**config.mk**
```make
export PLATFORM = sky130hd
export DESIGN_NAME = mem_port_arbiter_flat
export DESIGN_NICKNAME = d
export VERILOG_FILES = /design/src/rtl/mem_port_arbiter_if.sv /design/src/rtl/mem_port_arbiter.sv /design/src/flat_wrapper.sv
export SDC_FILE = /design/constraint.sdc
export NUM_CORES = 1
export LEC_CHECK = 0
export ABC_CLOCK_PERIOD_IN_PS = 5200
export BUFFER_PORTS_ARGS = -buffer_cell sky130_fd_sc_hd__buf_2
export CAP_MARGIN = 20
export CELL_PAD_IN_SITES_DETAIL_PLACEMENT = 0
export CELL_PAD_IN_SITES_GLOBAL_PLACEMENT = 1
export CORE_ASPECT_RATIO = 2
export CORE_UTILIZATION = 37
export CTS_CLUSTER_DIAMETER = 100
export CTS_CLUSTER_SIZE = 40
export DETAILED_ROUTE_END_ITERATION = 10
export GPL_TIMING_DRIVEN = 0
export PLACE_DENSITY = 0.94
export SYNTH_ARGS = -nofsm -noshare
export SYNTH_HDL_FRONTEND = slang
export SYNTH_SLANG_ARGS = --single-unit
export TNS_END_PERCENT = 5
```
**constraint.sdc**
```tcl
create_clock -name clock -period 5.2 [get_ports clock]
set_clock_uncertainty 0.1 [all_clocks]
set_input_delay 0.78 -clock clock [delete_from_list [all_inputs] [get_ports clock]]
set_output_delay 0.78 -clock clock [all_outputs]
set_load 0.03 [all_outputs]
```
**src/rtl/mem_port_arbiter_if.sv**
```systemverilog
// mem_port_arbiter_if: requester handshakes plus memory-side port of the shared memory arbiter.
interface mem_port_arbiter_if #(
  parameter int ADDR_W = 5,
  parameter int DATA_W = 16
);
  logic              f_req;
  logic [ADDR_W-1:0] f_addr;
  logic              f_ack;
  logic [DATA_W-1:0] f_rdata;
  logic              x_req;
  logic              x_r_wbar;
  logic [ADDR_W-1:0] x_addr;
  logic [DATA_W-1:0] x_wdata;
  logic              x_ack;
  logic [DATA_W-1:0] x_rdata;
  logic              mem_en;
  logic              mem_r_wbar;
  logic [ADDR_W-1:0] mem_ao;
  logic [DATA_W-1:0] mem_wdata;
  logic [DATA_W-1:0] mem_rdata;
  logic              busy;
  modport master (
    output f_req, f_addr, x_req, x_r_wbar, x_addr, x_wdata, mem_rdata,
    input  f_ack, f_rdata, x_ack, x_rdata, mem_en, mem_r_wbar, mem_ao, mem_wdata, busy
  );
  modport slave (
    input  f_req, f_addr, x_req, x_r_wbar, x_addr, x_wdata, mem_rdata,
    output f_ack, f_rdata, x_ack, x_rdata, mem_en, mem_r_wbar, mem_ao, mem_wdata, busy
  );
endinterface

```
**src/rtl/mem_port_arbiter.sv**
```systemverilog
// mem_port_arbiter: shares one memory port between fetch and execute with fixed-latency access.
// Define ARB_FAIR_EN to let a pending fetch win after FAIR_LIMIT consecutive execute grants.
module mem_port_arbiter #(
  parameter int ADDR_W     = 5,
  parameter int DATA_W     = 16,
  parameter int MEM_LAT    = 1,
  parameter int FAIR_LIMIT = 3
) (
  input logic               clock,
  input logic               reset,
  mem_port_arbiter_if.slave bus
);
  typedef enum logic [1:0] {IDLE, ACCESS, ACK} state_e;
  state_e            state_q, state_d;
  logic [3:0]        cnt_q, cnt_d;
  logic              own_x_q, own_x_d;
  logic              en_q, en_d, rw_q, rw_d, busy_q, busy_d;
  logic              fack_q, fack_d, xack_q, xack_d;
  logic [ADDR_W-1:0] ao_q, ao_d;
  logic [DATA_W-1:0] wd_q, wd_d, frd_q, frd_d, xrd_q, xrd_d;
  logic              any_req, grant_x;
  assign any_req = bus.f_req || bus.x_req;
`ifdef ARB_FAIR_EN
  localparam int FW = FAIR_LIMIT > 0 ? $clog2(FAIR_LIMIT + 1) : 1;
  logic [FW-1:0] fair_q, fair_d;
  assign grant_x = bus.x_req && !(bus.f_req && fair_q == FW'(FAIR_LIMIT));
  // counts execute grants that overtook a waiting fetch
  assign fair_d  = (state_q == IDLE && any_req) ? ((grant_x && bus.f_req) ? fair_q + 1'b1 : '0) : fair_q;
  always_ff @(posedge clock)
    if (reset) fair_q <= '0;
    else fair_q <= fair_d;
`else
  assign grant_x = bus.x_req;
`endif
  always_comb begin
    state_d = state_q;
    cnt_d   = cnt_q;
    own_x_d = own_x_q;
    en_d    = en_q;
    rw_d    = rw_q;
    ao_d    = ao_q;
    wd_d    = wd_q;
    frd_d   = frd_q;
    xrd_d   = xrd_q;
    fack_d  = 1'b0;
    xack_d  = 1'b0;
    case (state_q)
      IDLE: if (any_req) begin
        state_d = ACCESS;
        own_x_d = grant_x;
        en_d    = 1'b1;
        rw_d    = grant_x ? bus.x_r_wbar : 1'b1;
        ao_d    = grant_x ? bus.x_addr : bus.f_addr;
        wd_d    = grant_x ? bus.x_wdata : '0;
        cnt_d   = 4'(MEM_LAT);
      end
      ACCESS: if (cnt_q != 4'd0) cnt_d = cnt_q - 4'd1;
      else begin
        state_d = ACK;
        en_d    = 1'b0;
        fack_d  = !own_x_q;
        xack_d  = own_x_q;
        frd_d   = (rw_q && !own_x_q) ? bus.mem_rdata : frd_q;
        xrd_d   = (rw_q && own_x_q) ? bus.mem_rdata : xrd_q;
      end
      ACK:     state_d = IDLE;
      default: state_d = IDLE;
    endcase
    busy_d = state_d != IDLE;
  end
  always_ff @(posedge clock)
    if (reset) begin
      state_q <= IDLE;
      cnt_q   <= '0;
      own_x_q <= 1'b0;
      en_q    <= 1'b0;
      rw_q    <= 1'b1;
      ao_q    <= '0;
      wd_q    <= '0;
      frd_q   <= '0;
      xrd_q   <= '0;
      fack_q  <= 1'b0;
      xack_q  <= 1'b0;
      busy_q  <= 1'b0;
    end else begin
      state_q <= state_d;
      cnt_q   <= cnt_d;
      own_x_q <= own_x_d;
      en_q    <= en_d;
      rw_q    <= rw_d;
      ao_q    <= ao_d;
      wd_q    <= wd_d;
      frd_q   <= frd_d;
      xrd_q   <= xrd_d;
      fack_q  <= fack_d;
      xack_q  <= xack_d;
      busy_q  <= busy_d;
    end
  assign bus.mem_en     = en_q;
  assign bus.mem_r_wbar = rw_q;
  assign bus.mem_ao     = ao_q;
  assign bus.mem_wdata  = wd_q;
  assign bus.f_ack      = fack_q;
  assign bus.x_ack      = xack_q;
  assign bus.f_rdata    = frd_q;
  assign bus.x_rdata    = xrd_q;
  assign bus.busy       = busy_q;
endmodule

```
**src/flat_wrapper.sv**
```systemverilog
// flat-port wrapper written by rule: the top's interface ports become plain ports
module mem_port_arbiter_flat 
#(
  parameter int ADDR_W     = 5,
  parameter int DATA_W     = 16,
  parameter int MEM_LAT    = 1,
  parameter int FAIR_LIMIT = 3
)
  (clock, reset, bus_f_req, bus_f_addr, bus_x_req, bus_x_r_wbar, bus_x_addr, bus_x_wdata, bus_mem_rdata, bus_f_ack, bus_f_rdata, bus_x_ack, bus_x_rdata, bus_mem_en, bus_mem_r_wbar, bus_mem_ao, bus_mem_wdata, bus_busy);
  mem_port_arbiter_if #(.ADDR_W(ADDR_W), .DATA_W(DATA_W)) bus_i ();
  input logic clock;
  input logic reset;
  input wire logic [$bits(bus_i.f_req)-1:0] bus_f_req;
  input wire logic [$bits(bus_i.f_addr)-1:0] bus_f_addr;
  input wire logic [$bits(bus_i.x_req)-1:0] bus_x_req;
  input wire logic [$bits(bus_i.x_r_wbar)-1:0] bus_x_r_wbar;
  input wire logic [$bits(bus_i.x_addr)-1:0] bus_x_addr;
  input wire logic [$bits(bus_i.x_wdata)-1:0] bus_x_wdata;
  input wire logic [$bits(bus_i.mem_rdata)-1:0] bus_mem_rdata;
  output wire logic [$bits(bus_i.f_ack)-1:0] bus_f_ack;
  output wire logic [$bits(bus_i.f_rdata)-1:0] bus_f_rdata;
  output wire logic [$bits(bus_i.x_ack)-1:0] bus_x_ack;
  output wire logic [$bits(bus_i.x_rdata)-1:0] bus_x_rdata;
  output wire logic [$bits(bus_i.mem_en)-1:0] bus_mem_en;
  output wire logic [$bits(bus_i.mem_r_wbar)-1:0] bus_mem_r_wbar;
  output wire logic [$bits(bus_i.mem_ao)-1:0] bus_mem_ao;
  output wire logic [$bits(bus_i.mem_wdata)-1:0] bus_mem_wdata;
  output wire logic [$bits(bus_i.busy)-1:0] bus_busy;
  assign bus_i.f_req = bus_f_req;
  assign bus_i.f_addr = bus_f_addr;
  assign bus_i.x_req = bus_x_req;
  assign bus_i.x_r_wbar = bus_x_r_wbar;
  assign bus_i.x_addr = bus_x_addr;
  assign bus_i.x_wdata = bus_x_wdata;
  assign bus_i.mem_rdata = bus_mem_rdata;
  assign bus_f_ack = bus_i.f_ack;
  assign bus_f_rdata = bus_i.f_rdata;
  assign bus_x_ack = bus_i.x_ack;
  assign bus_x_rdata = bus_i.x_rdata;
  assign bus_mem_en = bus_i.mem_en;
  assign bus_mem_r_wbar = bus_i.mem_r_wbar;
  assign bus_mem_ao = bus_i.mem_ao;
  assign bus_mem_wdata = bus_i.mem_wdata;
  assign bus_busy = bus_i.busy;
  mem_port_arbiter #(.ADDR_W(ADDR_W), .DATA_W(DATA_W), .MEM_LAT(MEM_LAT), .FAIR_LIMIT(FAIR_LIMIT)) u_core (.clock(clock), .reset(reset), .bus(bus_i));
endmodule
```
==> summary.txt <==
Logic synthesis
  • Yosys Warn Count: 0
  • Syn_nets: 285
  • Most common cell in the netlist: dfxtp_1
  • Post-synthesis cell type count: 41
  • Post-synth EDFFs: 0
  • Cell area after synthesis: 2452 um^2
  • Main synth FF type: dfxtp_1
  • Yosys top cell area share: 0.5306
  • Post-synthesis cell count: 236
  • Synth area leader: dfxtp_1
  • Commonest cells in the netlist: dfxtp_1, nand2_1, mux2i_1
  • Mean Syn Cell Area: 10.39 um^2
  • FF+latch count, synth: 65
  • Seq/Total Area, Yosys: 0.5306
  • Ranking of synthesized cells by area: dfxtp_1, mux2i_1, nand2_1, a22o_1, a21oi_1
  • Synth async-reset ratio: 0

Clock tree
  • Post-CTS setup repair buffer count: 0
  • Cts bufs inserted: 9
  • Clock slew at reported path FFs: 50 ps
  • CTS tree: built
  • CTS Sinks: 65
  • Clock root buffer: clkbuf_16
  • CTS Buffer Depth: 2
  • Clk_lat worst skew: 320 ps
  • H-tree depth: 3
  • Cts hold-fix bufs: 0
  • CTS resizes: 0

Setup path
  • Worst path slowest cell: nor4_4
  • Worst path cell trace: inv_1, ha_1, nand3_1, nor4_4, buf_4, mux2i_1
  • CP Capture Type: flop
  • CP required: 5350 ps
  • Worst EP arrival: 2140 ps
  • Crit path kind: flop to flop
  • Critical Path Start Type: flop
  • Crit path max fanout: 10
  • Max stage delay on crit path: 500 ps

Power and ir drop
  • Power Total: 1.318 mW
  • P per Cell Area: 395.5 nW/um^2
  • Leakage: 1.655 nW
  • Peak VDD IR: 0.2146 mV

Detailed routing
  • Via count: 2,081
  • DRT Pass-1 Iters: 4
  • DR DRC count: 0
  • Starting DRT DRC Count: 60
  • DRT Wirelength: 5.700 mm
  • Post-route ant nets: 0
  • Wire per inst: 13.04 um
  • Vias per cell: 4.762

GRT
  • Remaining Overflow, GRT: 0
  • Vias in the first global route: 2,020
  • Initial antenna violation count: 0
  • Largest net degree at the start of global routing: 11
  • First-pass GRT wire length: 8.887 mm
  • Gr usage total: 0.1762

Floorplan
  • FP Rows: 41
  • Die area: 6977 um^2
  • Core ar.: 6361 um^2
  • Initial Util: 0.3855
  • I/O Pins: 105
  • Die Wd: 59.57 um
  • Chip Height: 117.1 um

Status
  • Outcome: finished, final reports clean

Finish
  • Final design utilization: 0.5240
  • Nets: 399
  • Fillers: 651
  • Final instance area: 3333 um^2
  • Area taken by multi-input logic gates: 1035 um^2
  • Share of post-route cells with drive strength above 1: 0.3675
  • # diodes: 0
  • P&R area growth vs syn: 35.92%
  • FF/Latch Area: 1301 um^2

Timing
  • Period Utilization, post-route: 0.3829
  • Slew HR: 0.5776
  • Total Neg Setup Slack: 0 ps
  • Final min period: 1991 ps
  • Worst-margin pin slew: 628.9 ps
  • Final Hold Fails: 0
  • Setup Viol. Count Final: 0
  • Slew Viols, Final: 0
  • F_max: 0.5023 GHz
  • RSZ-0062 raised after global routing: false
  • Hold_ws: 352.4 ps

Place
  • Placed Area: 3075 um^2
  • Global placer's final weighted congestion: 0.7363
  • # port buffers: 103
  • DP HPWL: 4.374 mm

Job
  • Max_cap viols: 0

Hold path
  • HP Class: flop to flop
## final timing paths
path	startpoint	end	slack [ps]	cells after the start
setup / recovery	u_core.cnt_q[0]	u_core.bus.x_rdata[9]	3210	6
hold / removal	u_core.bus.f_rdata[3]	u_core.bus.f_rdata[3]	350	2
setup reg to reg	u_core.cnt_q[0]	u_core.bus.x_rdata[9]	3210	6
hold reg to reg	u_core.bus.f_rdata[3]	u_core.bus.f_rdata[3]	350	2
## layer usage
metal | part of all wire | up-vias | track usage
li1 | - | 1056 | -
met1 | 0.36 | 941 | 0.1648
met2 | 0.56 | 67 | 0.3176
met3 | 0.043 | 17 | 0.05165
met4 | 0.038 | 0 | 0.1194
met5 | 0 | - | 0
## power breakdown
part | total, mW | internal (mW) | switching (mW)
logic | 0.241 | 0.0893 | 0.151
registers | 0.558 | 0.537 | 0.0206
clock network | 0.520 | 0.335 | 0.185
## state kept, by name (all words and copies together) (netlist names)
name and flops:
u_core.bus.f_ack 1, u_core.bus.x_rdata 16, u_core.bus.mem_wdata 16, u_core.cnt_q 4, u_core.bus.f_rdata 16, u_core.state_q 2, u_core.bus.busy 1, u_core.bus.mem_r_wbar 1
u_core.bus.x_ack 1, u_core.bus.mem_en 1, u_core.own_x_q 1, u_core.bus.mem_ao 5
## cells in the final DEF (no fill, tap or decap), drive strengths merged, types with 2 or more instances in the layout
cell,instances
a22o,16
ha,2
buf,111
a211oi,5
clkinv,2
nand2b,2
or3,2
dfxtp,65
nand2,49
or4,2
mux2i,37
a21oi,9
inv,5
or2,2
clkbuf,19
nor4,3
nor2,3
## cells by family after synthesis
kind of cell,share of synthesized area
adders and majority gates,0.01020
DFF,0.5306
and+or+nand+nor,0.1383
muxes,0.1510
AOI/OAI and AO/OA,0.1225
buffers and inverters,0.04745
## critical path, delay by kind of cell (launching register included)
family	cells	cell delay, ps
fa+ha+maj	1	220
simple gates	2	630
buf+inv	2	450
mux	1	210
flops	1	310
## final cells by class
type,count,area share
multi-input combinational,149,0.3104
sequential,65,0.3904
tap,86,0.03228
buffer,16,0.02815
clock buffer,11,0.07583
clock inverter,1,0.001502
timing repair buffer,103,0.1547
inverter,6,0.006757
## per-stage QoR
step	worst slack, ps	cells
finish	3209	437
global route	3052	437
CTS	3154	437
detailed placement	3021	425
global placement	3052	425
floorplan	3227	236
No activity file was read; power rests on OpenSTA's default activity.
